==> config.mk <==
export PLATFORM = sky130hd
export DESIGN_NAME = mem_ctrl_rr_flat
export DESIGN_NICKNAME = d
export VERILOG_FILES = /design/src/rtl/mem_ctrl_rr_if.sv /design/src/rtl/mem_ctrl_rr.sv /design/src/flat_wrapper.sv
export SDC_FILE = /design/constraint.sdc
export NUM_CORES = 1
export LEC_CHECK = 0
export ABC_AREA = 1
export CORE_MARGIN = 2
export CORE_UTILIZATION = 46
export CTS_CLUSTER_SIZE = 25
export DETAILED_ROUTE_END_ITERATION = 10
export GPL_TIMING_DRIVEN = 0
export PLACE_DENSITY_LB_ADDON = 0.05
export SLEW_MARGIN = 20
export SYNTH_ARGS = -nofsm -noshare
export SYNTH_HDL_FRONTEND = slang
export SYNTH_SLANG_ARGS = --single-unit
==> constraint.sdc <==
create_clock -name clk_in -period 11.41 [get_ports clk_in]
set_input_delay 2.8525 -clock clk_in [delete_from_list [all_inputs] [get_ports clk_in]]
set_output_delay 2.8525 -clock clk_in [all_outputs]
set_load 0.02 [all_outputs]
==> src/rtl/mem_ctrl_rr_if.sv <==
// rtl/mem_ctrl_rr_if.sv - requester-side request/response bus of mem_ctrl_rr
// Port p owns slice p of every packed req_* vector; resp_data is shared by all ports.
interface mem_ctrl_rr_if #(
   parameter int NPORT      = 2,
   parameter int LINE_BYTES = 16
);
   localparam int NB_W = $clog2(LINE_BYTES) + 1;

   logic [NPORT-1:0]              req_valid;
   logic [NPORT-1:0]              req_wr;
   logic [NPORT*32-1:0]           req_addr;
   logic [NPORT*NB_W-1:0]         req_nbytes;
   logic [NPORT*LINE_BYTES*8-1:0] req_wdata;
   logic [NPORT-1:0]              resp_valid;
   logic [LINE_BYTES*8-1:0]       resp_data;

   modport master (
      output req_valid, req_wr, req_addr, req_nbytes, req_wdata,
      input  resp_valid, resp_data
   );

   modport slave (
      input  req_valid, req_wr, req_addr, req_nbytes, req_wdata,
      output resp_valid, resp_data
   );
endinterface

==> src/rtl/mem_ctrl_rr.sv <==
// rtl/mem_ctrl_rr.sv - round-robin byte-serial RAM/IO access controller
// Optional MEMCTL_PERF_EN adds perf_xfer_cnt / perf_stall_cnt outputs.
module mem_ctrl_rr #(
   parameter int NPORT      = 2,
   parameter int LINE_BYTES = 16
) (
   input  logic        clk_in,
   input  logic        rst_in,
   input  logic        rdy_in,
   input  logic [7:0]  mem_din,
   output logic [7:0]  mem_dout,
   output logic [31:0] mem_a,
   output logic        mem_wr,
   input  logic        io_buffer_full,
   input  logic        flush_in,
`ifdef MEMCTL_PERF_EN
   output logic [31:0] perf_xfer_cnt,
   output logic [31:0] perf_stall_cnt,
`endif
   mem_ctrl_rr_if.slave bus
);
   localparam int NB_W = $clog2(LINE_BYTES) + 1;
   localparam int KW   = $clog2(LINE_BYTES);
   localparam int PW   = (NPORT > 1) ? $clog2(NPORT) : 1;
   localparam int LW   = LINE_BYTES * 8;

   typedef enum logic [1:0] {IDLE, ISSUE, DRAIN, DONE} state_t;
   state_t state, state_nxt;

   logic [PW-1:0]    rr, grant, port_r;
   logic             grant_ok;
   logic [PW:0]      arb_s;
   logic [NPORT-1:0] last_done, cand, resp_oh;
   logic             wr_r;
   logic [31:0]      addr_r, cur_addr;
   logic [NB_W-1:0]  n_r, req_n, n_clamp;
   logic [KW-1:0]    k_r, k_m1, last_idx;
   logic [LW-1:0]    wdata_r, data_r;
   logic             stall, last_byte, take;

   // First valid port at or after rr; the port that just completed sits out one cycle.
   always_comb begin
      cand     = bus.req_valid & ~last_done;
      grant    = rr;
      grant_ok = 1'b0;
      arb_s    = '0;
      for (int i = NPORT - 1; i >= 0; i--) begin
         arb_s = {1'b0, rr} + (PW+1)'(i);
         if (arb_s >= (PW+1)'(NPORT))
            arb_s = arb_s - (PW+1)'(NPORT);
         if (cand[arb_s[PW-1:0]]) begin
            grant    = arb_s[PW-1:0];
            grant_ok = 1'b1;
         end
      end
   end

   assign req_n     = bus.req_nbytes[grant*NB_W +: NB_W];
   assign n_clamp   = (req_n == '0 || req_n > NB_W'(LINE_BYTES)) ? NB_W'(LINE_BYTES) : req_n;
   assign take      = !flush_in && grant_ok;
   assign cur_addr  = addr_r + {{(32-KW){1'b0}}, k_r};
   assign stall     = wr_r && (cur_addr[17:16] == 2'b11) && io_buffer_full;
   assign last_byte = ({1'b0, k_r} == n_r - 1'b1);
   assign k_m1      = k_r - 1'b1;
   assign last_idx  = KW'(n_r - 1'b1);

   always_comb begin
      state_nxt = state;
      mem_a     = '0;
      mem_dout  = '0;
      mem_wr    = 1'b0;
      resp_oh   = '0;
      case (state)
         IDLE: if (take) state_nxt = ISSUE;
         ISSUE: begin
            mem_a    = cur_addr;
            mem_dout = wdata_r[{k_r, 3'b000} +: 8];
            mem_wr   = wr_r && !stall && rdy_in;
            // Committed stores ignore flush; reads are abandoned.
            if (flush_in && !wr_r)
               state_nxt = IDLE;
            else if (!stall && last_byte)
               state_nxt = wr_r ? DONE : DRAIN;
         end
         DRAIN: state_nxt = flush_in ? IDLE : DONE;
         DONE: begin
            state_nxt = IDLE;
            if (wr_r || !flush_in)
               resp_oh[port_r] = rdy_in;
         end
         default: state_nxt = IDLE;
      endcase
   end

   always_ff @(posedge clk_in or posedge rst_in) begin
      if (rst_in) begin
         state     <= IDLE;
         rr        <= '0;
         port_r    <= '0;
         last_done <= '0;
         wr_r      <= 1'b0;
         addr_r    <= '0;
         n_r       <= '0;
         k_r       <= '0;
         wdata_r   <= '0;
         data_r    <= '0;
      end else if (rdy_in) begin
         state     <= state_nxt;
         last_done <= resp_oh;
         case (state)
            IDLE: if (take) begin
               port_r  <= grant;
               rr      <= (grant == PW'(NPORT - 1)) ? '0 : grant + 1'b1;
               wr_r    <= bus.req_wr[grant];
               addr_r  <= bus.req_addr[grant*32 +: 32];
               n_r     <= n_clamp;
               wdata_r <= bus.req_wdata[grant*LW +: LW];
               data_r  <= '0;
               k_r     <= '0;
            end
            ISSUE: begin
               // mem_din carries the byte addressed one cycle earlier.
               if (!wr_r && k_r != '0)
                  data_r[{k_m1, 3'b000} +: 8] <= mem_din;
               if (!stall && !last_byte)
                  k_r <= k_r + 1'b1;
            end
            DRAIN: data_r[{last_idx, 3'b000} +: 8] <= mem_din;
            default: ;
         endcase
      end
   end

   assign bus.resp_valid = resp_oh;
   assign bus.resp_data  = data_r;

`ifdef MEMCTL_PERF_EN
   always_ff @(posedge clk_in or posedge rst_in) begin
      if (rst_in) begin
         perf_xfer_cnt  <= '0;
         perf_stall_cnt <= '0;
      end else if (rdy_in && state == ISSUE) begin
         if (stall)
            perf_stall_cnt <= perf_stall_cnt + 1'b1;
         else
            perf_xfer_cnt  <= perf_xfer_cnt + 1'b1;
      end
   end
`endif
endmodule

==> src/flat_wrapper.sv <==
// flat-port wrapper written by rule: the top's interface ports become plain ports
module mem_ctrl_rr_flat 
#(
   parameter int NPORT      = 2,
   parameter int LINE_BYTES = 16
)
  (clk_in, rst_in, rdy_in, mem_din, mem_dout, mem_a, mem_wr, io_buffer_full, flush_in, bus_req_valid, bus_req_wr, bus_req_addr, bus_req_nbytes, bus_req_wdata, bus_resp_valid, bus_resp_data);
  mem_ctrl_rr_if #(.NPORT(NPORT), .LINE_BYTES(LINE_BYTES)) bus_i ();
  input  logic clk_in;
  input  logic rst_in;
  input  logic rdy_in;
  input  logic [7:0] mem_din;
  output logic [7:0] mem_dout;
  output logic [31:0] mem_a;
  output logic mem_wr;
  input  logic io_buffer_full;
  input  logic flush_in;
  input wire logic [$bits(bus_i.req_valid)-1:0] bus_req_valid;
  input wire logic [$bits(bus_i.req_wr)-1:0] bus_req_wr;
  input wire logic [$bits(bus_i.req_addr)-1:0] bus_req_addr;
  input wire logic [$bits(bus_i.req_nbytes)-1:0] bus_req_nbytes;
  input wire logic [$bits(bus_i.req_wdata)-1:0] bus_req_wdata;
  output wire logic [$bits(bus_i.resp_valid)-1:0] bus_resp_valid;
  output wire logic [$bits(bus_i.resp_data)-1:0] bus_resp_data;
  assign bus_i.req_valid = bus_req_valid;
  assign bus_i.req_wr = bus_req_wr;
  assign bus_i.req_addr = bus_req_addr;
  assign bus_i.req_nbytes = bus_req_nbytes;
  assign bus_i.req_wdata = bus_req_wdata;
  assign bus_resp_valid = bus_i.resp_valid;
  assign bus_resp_data = bus_i.resp_data;
  mem_ctrl_rr #(.NPORT(NPORT), .LINE_BYTES(LINE_BYTES)) u_core (.clk_in(clk_in), .rst_in(rst_in), .rdy_in(rdy_in), .mem_din(mem_din), .mem_dout(mem_dout), .mem_a(mem_a), .mem_wr(mem_wr), .io_buffer_full(io_buffer_full), .flush_in(flush_in), .bus(bus_i));
endmodule
==> results of run 1 <==
## metal layers
metal | wire length [µm] | GRT usage [%] | vias to the layer above
met5 | 38 | 0 | -
met4 | 8110 | 28.3 | 6
met3 | 8360 | 7.12 | 456
met2 | 47700 | 68.3 | 1652
met1 | 36200 | 46.4 | 12200
li1 | - | - | 11900
## worst paths after layout
path	to	startpoint	depth (start not counted)	slack (ns)
worst max-delay path	mem_a[2]	u_core.state[1]	8	4.02
worst min register to register	u_core.rr	u_core.rr	1	0.49
max in group asynchronous	u_core.wdata_r[43]	rst_in	5	7.08
worst max register to register	u_core.bus.resp_data[55]	u_core.k_r[1]	12	7.83
worst min-delay path	u_core.rr	u_core.rr	1	0.49
min in group asynchronous	u_core.bus.resp_data[22]	rst_in	2	2.72
## sequential cells by signal (all words and copies together) (netlist names)
| register | cells |
|---|---|
| u_core.wdata_r | 128 |
| u_core.port_r | 1 |
| u_core.addr_r | 32 |
| u_core.wr_r | 1 |
| u_core.state | 2 |
| u_core.last_done | 2 |
| u_core.bus.resp_data | 128 |
| u_core.rr | 1 |
| u_core.k_r | 4 |
| u_core.n_r | 5 |
## cells in the final DEF, fill, tap and decap left out, types with 3 or more instances in the layout
| cell | Yosys | layout |
|---|---|---|
| buf_4 | 5 | 5 |
| inv_1 | 323 | 322 |
| buf_2 | 40 | 40 |
| xnor2_1 | 4 | 4 |
| nor3_1 | 24 | 24 |
| nand2_1 | 1034 | 1034 |
| ha_1 | 20 | 20 |
| nor2_8 | 4 | 4 |
| inv_2 | 22 | 22 |
| nand3_2 | 10 | 10 |
| o21ai_1 | 55 | 55 |
| nor2_2 | 4 | 4 |
| clkinv_2 | 0 | 3 |
| buf_1 | 16 | 16 |
| bufinv_16 | 0 | 4 |
| nand2_8 | 3 | 3 |
| nand4_1 | 118 | 118 |
| o221ai_1 | 67 | 67 |
| buf_16 | 0 | 3 |
| o22ai_1 | 8 | 8 |
| xor2_1 | 5 | 5 |
| o21a_1 | 3 | 3 |
| clkbuf_16 | 0 | 38 |
| dfrtp_1 | 304 | 304 |
| clkbuf_8 | 0 | 8 |
| buf_6 | 10 | 10 |
| diode_2 | 0 | 6 |
| nand2_2 | 19 | 19 |
| a21oi_1 | 55 | 55 |
| mux2i_1 | 5 | 5 |
| clkbuf_1 | 135 | 143 |
| o211ai_1 | 27 | 27 |
| o21ai_0 | 139 | 139 |
| nor2_4 | 18 | 18 |
| nor2_1 | 157 | 157 |
| nand3_1 | 568 | 568 |
| nand3b_1 | 24 | 24 |
| clkinv_1 | 8 | 8 |
| clkdlybuf4s50_1 | 0 | 517 |
## cell families (layout without fill, tap and decap cells)
| group | Yosys count | in the layout | share of synthesized area (%) |
|---|---|---|---|
| compound gates | 359 | 359 | 10.0 |
| xor+xnor | 9 | 9 | 0.367 |
| fa+ha+maj | 21 | 21 | 1.26 |
| buf+inv | 562 | 1148 | 10.5 |
| flops | 304 | 304 | 35.5 |
| mux | 5 | 5 | 0.233 |
| other cells | 0 | 6 | 0 |
| simple gates | 1993 | 1993 | 42.1 |
## through the flow
step / hold WS, ns / TNS (ns) / instances / setup slack (ns) / cell area (µm²)
2_1_floorplan: 0.457 / 0 / 3253 / 0.155 / 21500
3_3_place_gp: 0.475 / -1054.73 / 4377 / -3.53 / 27400
3_5_place_dp: 0.482 / 0 / 4380 / 4.11 / 27500
4_1_cts: 0.495 / 0 / 4446 / 4.12 / 28800
5_1_grt: 0.517 / 0 / 4450 / 3.89 / 28800
6_report: 0.494 / 0 / 4452 / 4.02 / 28800
## power groups by stage
| stage | sequential [mW] | clock [mW] | combinational, mW |
|---|---|---|---|
| CTS | 1.71 | 1.28 | 4.05 |
| floorplan | 1.68 | 0 | 2.49 |
| finish | 1.72 | 1.28 | 4.15 |
| global placement | 1.72 | 0 | 3.96 |
| detailed placement | 1.72 | 0 | 4.03 |
| global route | 1.75 | 1.32 | 4.45 |
## final cells by class
class / count / area, µm²
Fill cell: 4250 / 17500
Multi-Input combinational cell: 2387 / 11600
Sequential cell: 304 / 7610
Timing Repair Buffer: 520 / 5260
Inverter: 355 / 1350
Clock buffer: 54 / 1090
Buffer: 207 / 922
Tap cell: 607 / 759
Clock inverter: 12 / 200
Antenna cell: 6 / 15.0
## worst reg2reg max path, delay by kind of cell (launching register included)
family                   cells  cell delay [ns]
adder cells (fa/ha/maj)      1             0.43
flip-flops                   1             0.52
AND/OR/NAND/NOR              8             1.45
buffers and inverters        3             1.08
==> impl_results.md, run 1 <==
* RSZ-0062 raised after global routing: false
* DR pass1 iterations at 7
* Slowest CP cell: clkbuf_1
* Final min period at 7.39 ns
* #FFs+latches synth at 304
* Max frequency at ~140 MHz
* Post-synth top area cell: dfrtp_1
* Initial antenna violation count at 8
* Tot GR Track Use at 40.4%
* DRC viols at 0
* Vias per cell at 5.88
* Worst path most repeated cell: clkbuf_1
* Setup bufs post-CTS at 0
* Die Y at 220 µm
* Via count at 26,200
* Post-CTS sizing at 0
* TritonCTS clock tree: yes
* Max clock buf depth at 3
* CORE AREA at 46,300 µm²
* Switch Pwr at 3.72 mW
* Leak at about 14 nW
* Seq/Total Area, Yosys at 35.5%
* Ys Warns at 0
* Row Count at between 70 and 80
* CTS Sinks at a little over 300
* Top cell family by delay on the critical path: buffers and inverters
* Worst-skew pair later-pin latency at 0.59 ns
* Syn nets at about 3,600
* Crit path DAT at 4.54 ns
* Crit path capture type: primary output
* CP max FO at 10
* Max-cap violation count at 0
* WS Path Type: flip-flop to primary output
* Synthesized area at 21,500 µm²
* Int Power at 3.44 mW
* Antenna Nets Post-Route at 0
* Worst vdd ir at 0.000139 V
* Clk_skew at 0.0251 ns
* CTS Buf Count at 37
* Core Util, Final at 62.2%
* Pin slew with the least headroom to its limit at 1.18 ns
* Area Growth Syn to Fin at 34.2%
* Slew Viols, Final at 0
* Port Buffer Count at 517
* Vias in the first global route at 25,100
* Yosys cell types at 45
* Layout Nets at 4,180
* Number of hold buffers added after cts at 0
* I/O pins at 518
* Total Wirelength at 100,000 µm
* Share of synthesized registers carrying an async set or reset at 100%
* Startpoint types: flip-flop
* Final GP Congestion at approximately 1
* GR Overflow Total at 0
* Run status: finished, final reports clean
* Global-route wire length before repair at 147,000 µm
* Clock Power Share at 17.9%
* Share of the synthesized area in the top cell type at 35.5%
* Most frequent cell after synthesis: nand2_1
* Part of the power in combinational logic at 58.0%
* Largest net degree at the start of global routing at 96
* Post-synth EDFFs at 0
* Cell chain of the critical path: inv_1 -> ha_1 -> clkbuf_1 -> clkbuf_1 -> clkbuf_1 -> o21ai_0 -> a21oi_1 -> clkdlybuf4s50_1
* Design Power at 7.16 mW
* Synth Instances at 3,253
* Starting Density at between 40% and 50%
* Top post-synthesis cells by count: 1,034 x nand2_1, 568 x nand3_1, 323 x inv_1
* Critical path's largest stage delay at 0.88 ns
* Initial DRC count at 2,813
* Layout cells sized above 1 at 5.39%
* Req. time, crit path at between 8 and 9 ns
* Period utilisation layout at between 60% and 70%
* Post-Syn Area per Cell at 6.59 µm²
* Dominant cells by area after synthesis: dfrtp_1 35%, nand2_1 18%, nand3_1 13%
* Setup violators final at 0
* Final Hold Viols at 0
* Main flop type after synthesis: dfrtp_1
* WL/cell at 22.6 µm
* Path category of the worst min-delay check: flip-flop to flip-flop
* Root buffer cell: clkbuf_16
* Switching share of power at a little over 50%
* Slew margin rel. at 21.2%
* Reg power frac at about a quarter
* Die area at 48,400 µm²
* CP bufs+invs at 5
* Worst-path clk slew at 0.06 ns
* H-tree Lvls at 2
* Die W at between 200 and 250 µm
* Cell Pwr Density at 249 nW/µm²
* DP HPWL at 79,300 µm
No activity file was read; power rests on OpenSTA's default activity.
==> run 2, diff against run 1 <==
Clock period 11.41 ns to 6.2 ns, I/O delays scaled along.
==> run 2 against run 1 <==
Net effect: power is 85% higher; critical path depth is 2 higher; setup slack worse by 3.7 ns; flip-flop and latch count stayed put; sequential power is 85% higher; via count is 1.8% higher; count of clock-buffer cells in the layout is 7 lower; design area is 0.37% higher; worst hold slack better by 0.0039 ns; first-iteration DRC count is 17% higher; register-to-register slack worse by 5.3 ns; combinational power is 86% higher.
==> impl_results.md, run 2 (same netlist as run 1, synthesis figures left out) <==
* Slew Viols, Final at 0 (unchanged)
* Met2 Track Usage GR at 70.5% (+2.2 points)
* Beginning of the critical path: u_core.k_r[1]
* Max clock buf depth at 3 (unchanged)
* Die W at 220 µm (unchanged)
* Busiest grt layer: met2
* Global-route wire length before repair at 150,000 µm (+2.2%)
* Layout Nets at 4,186 (+0.14%)
* CTS Buf Count at 36 (-2.7%)
* Root buffer cell: clkbuf_16
* Final min period at 5.92 ns
* Port Buffer Count at 517 (unchanged)
* Total Wirelength at 102,000 µm (+1.4%)
* Leak at 13.9 nW (+0.42%)
* Die Y at 220 µm (unchanged)
* Max frequency at 169 MHz
* DP HPWL at 80,800 µm (+1.9%)
* Period utilisation layout at a little over nine tenths
* Largest net degree at the start of global routing at 35 (-64%)
* Slew margin rel. at 19.8% (-1.4 points)
* RSZ-0062 raised after global routing: false
* Worst r2r dst: u_core.bus.resp_data[55]
* Pin slew with the least headroom to its limit at 1.20 ns (+0.0210 ns)
* GR Layer Usage met3 at 6.60% (-0.52 points)
* TritonCTS clock tree: yes
* GR Overflow Total at 0 (unchanged)
* Startpoint types: flip-flop
* Via count at 26,600 (+1.8%)
* Worst R2R Path Depth at 12 (unchanged)
* Clk_skew at 0.0219 ns (-0.00326 ns)
* Worst R2R Start: u_core.k_r[1]
* Area Growth Syn to Fin at 34.7%
* Most frequent cells in the layout: 1,034 x nand2_1, 568 x nand3_1, 517 x clkdlybuf4s50_1, 322 x inv_1, 304 x dfrtp_1
* DRC viols at 0 (unchanged)
* Antenna Nets Post-Route at 0 (unchanged)
* Final GP Congestion at 1.01 (+1.1%)
* Tot GR Track Use at 41.3% (+0.90 points)
* I/O pins at 518 (unchanged)
* Worst-path clk slew at 0.06 ns (about the same)
* Vias in the first global route at 25,600 (+1.9%)
* Final Hold Viols at 0 (unchanged)
* Setup bufs post-CTS at 0 (unchanged)
* Worst reg-to-reg setup slack at 2.53 ns (-5.30 ns)
* Initial DRC count at 3,280 (+17%)
* Worst-skew pair later-pin latency at 0.57 ns (-0.02 ns)
* Req. time, crit path at 4.65 ns (-3.91 ns)
* Commonest non-fill, non-tap cell in the layout: nand2_1
* Design Power at 13.2 mW (+85%)
* Crit path DAT at 4.37 ns (-0.17 ns)
* Setup violators final at 0 (unchanged)
* CP max FO at 13 (+3)
* DR pass1 iterations at 8 (+1)
* CP endpoint: mem_a[14]
* Final Non-Filler Cells at 4,457 (+0.11%)
* Path category of the worst min-delay check: flip-flop to flip-flop
* Crit path capture type: primary output
* CTS Sinks at 304 (unchanged)
* Starting Density at 46.4% (unchanged)
* WS Path Type: flip-flop to primary output
* M1 GR Usage at 47.3% (+0.85 points)
* CORE AREA at 46,300 µm² (unchanged)
* Placed cell count at 4,387 (+0.16%)
* Vias per cell at 5.98 (+1.6%)
* Number of hold buffers added after cts at 0 (unchanged)
* Cell Pwr Density at 457 nW/µm² (+84%)
* Max-cap violation count at 0 (unchanged)
* H-tree Lvls at 2 (unchanged)
* Initial antenna violation count at 9 (+1)
* Die area at 48,400 µm² (unchanged)
* Layout cells sized above 1 at 5.70% (+0.31 points)
* WL/cell at 22.9 µm (+1.3%)
* Run status: finished, final reports clean
* Row Count at 79 (unchanged)
* Worst vdd ir at 0.000284 V (+100%)
==> run 2: cell count changes in the layout (fill, tap and decap cells not counted), sizes merged <==
cell / delta
buf: +7
bufinv: +1
clkinvlp: +1
diode: +1
clkbuf: -7
clkinv: +4
inv: -2
==> run 2: what timing repair did <==
| action | in CTS | in global routing |
|---|---|---|
| gates resized for setup | 0 | 3 |
| endpoints found under the hold margin | 0 | 0 |
| setup endpoints to repair | 0 | 1 |
==> run 2: critical path, stage by stage, from the launching register on <==
cell and delay, ns:
dfrtp_1 0.59, inv_2 0.14, clkbuf_1 0.44, fa_1 0.59, nor2_1 0.12, nor2_1 0.07
nor2_2 0.29, nand2_1 0.22, nor4_1 0.48, a211oi_1 0.24, clkdlybuf4s50_1 0.61
==> run 2: through the flow <==
step	hold WS, ns	util, %	TNS (ns)	area [µm²]	setup slack [ns]
final	0.498	62.5	0	28900	0.282
after global routing	0.525	62.4	0	28900	0.0278
after CTS	0.497	62.4	0	28900	0.148
after detailed placement	0.483	59.7	0	27600	0.773
after global placement	0.474	59.2	-455.46	27400	-1.56
after floorplan	0.457	-	0	21500	0.607
==> run 2: area by class of cell <==
| cell class | count | area (µm²) |
|---|---|---|
| Clock buffer | 47 | 1050 |
| Timing Repair Buffer | 527 | 5380 |
| Sequential cell | 304 | 7610 |
| Fill cell | 4143 | 17400 |
| Antenna cell | 7 | 17.5 |
| Multi-Input combinational cell | 2387 | 11600 |
| Tap cell | 607 | 759 |
| Buffer | 207 | 923 |
| Inverter | 355 | 1340 |
| Clock inverter | 16 | 220 |
==> run 2: worst min-delay path by stage <==
stage,from,to,slack [ns],cells past startpoint
2_1_floorplan,u_core.port_r,u_core.last_done[0],0.46,1
3_3_place_gp,u_core.port_r,u_core.last_done[0],0.47,1
3_5_place_dp,u_core.wdata_r[39],u_core.wdata_r[39],0.48,2
4_1_cts,u_core.wdata_r[39],u_core.wdata_r[39],0.50,2
5_1_grt,u_core.wdata_r[111],u_core.wdata_r[111],0.53,2
6_report,u_core.wdata_r[39],u_core.wdata_r[39],0.50,2
==> run 2: report_power, final <==
group	switching [mW]	leakage (nW)	total [mW]	internal (mW)
clock	0.907	0.637	2.31	1.41
combinational	5.40	9.30	7.71	2.31
sequential	0.550	3.98	3.18	2.63
total	6.86	13.9	13.2	6.35
==> run 2: layer usage <==
metal | up-vias | part of all wire, %
li1 | 11900 | -
met1 | 12500 | 35
met2 | 1780 | 48
met3 | 494 | 8.4
met4 | 8 | 8.2
met5 | - | 0.056
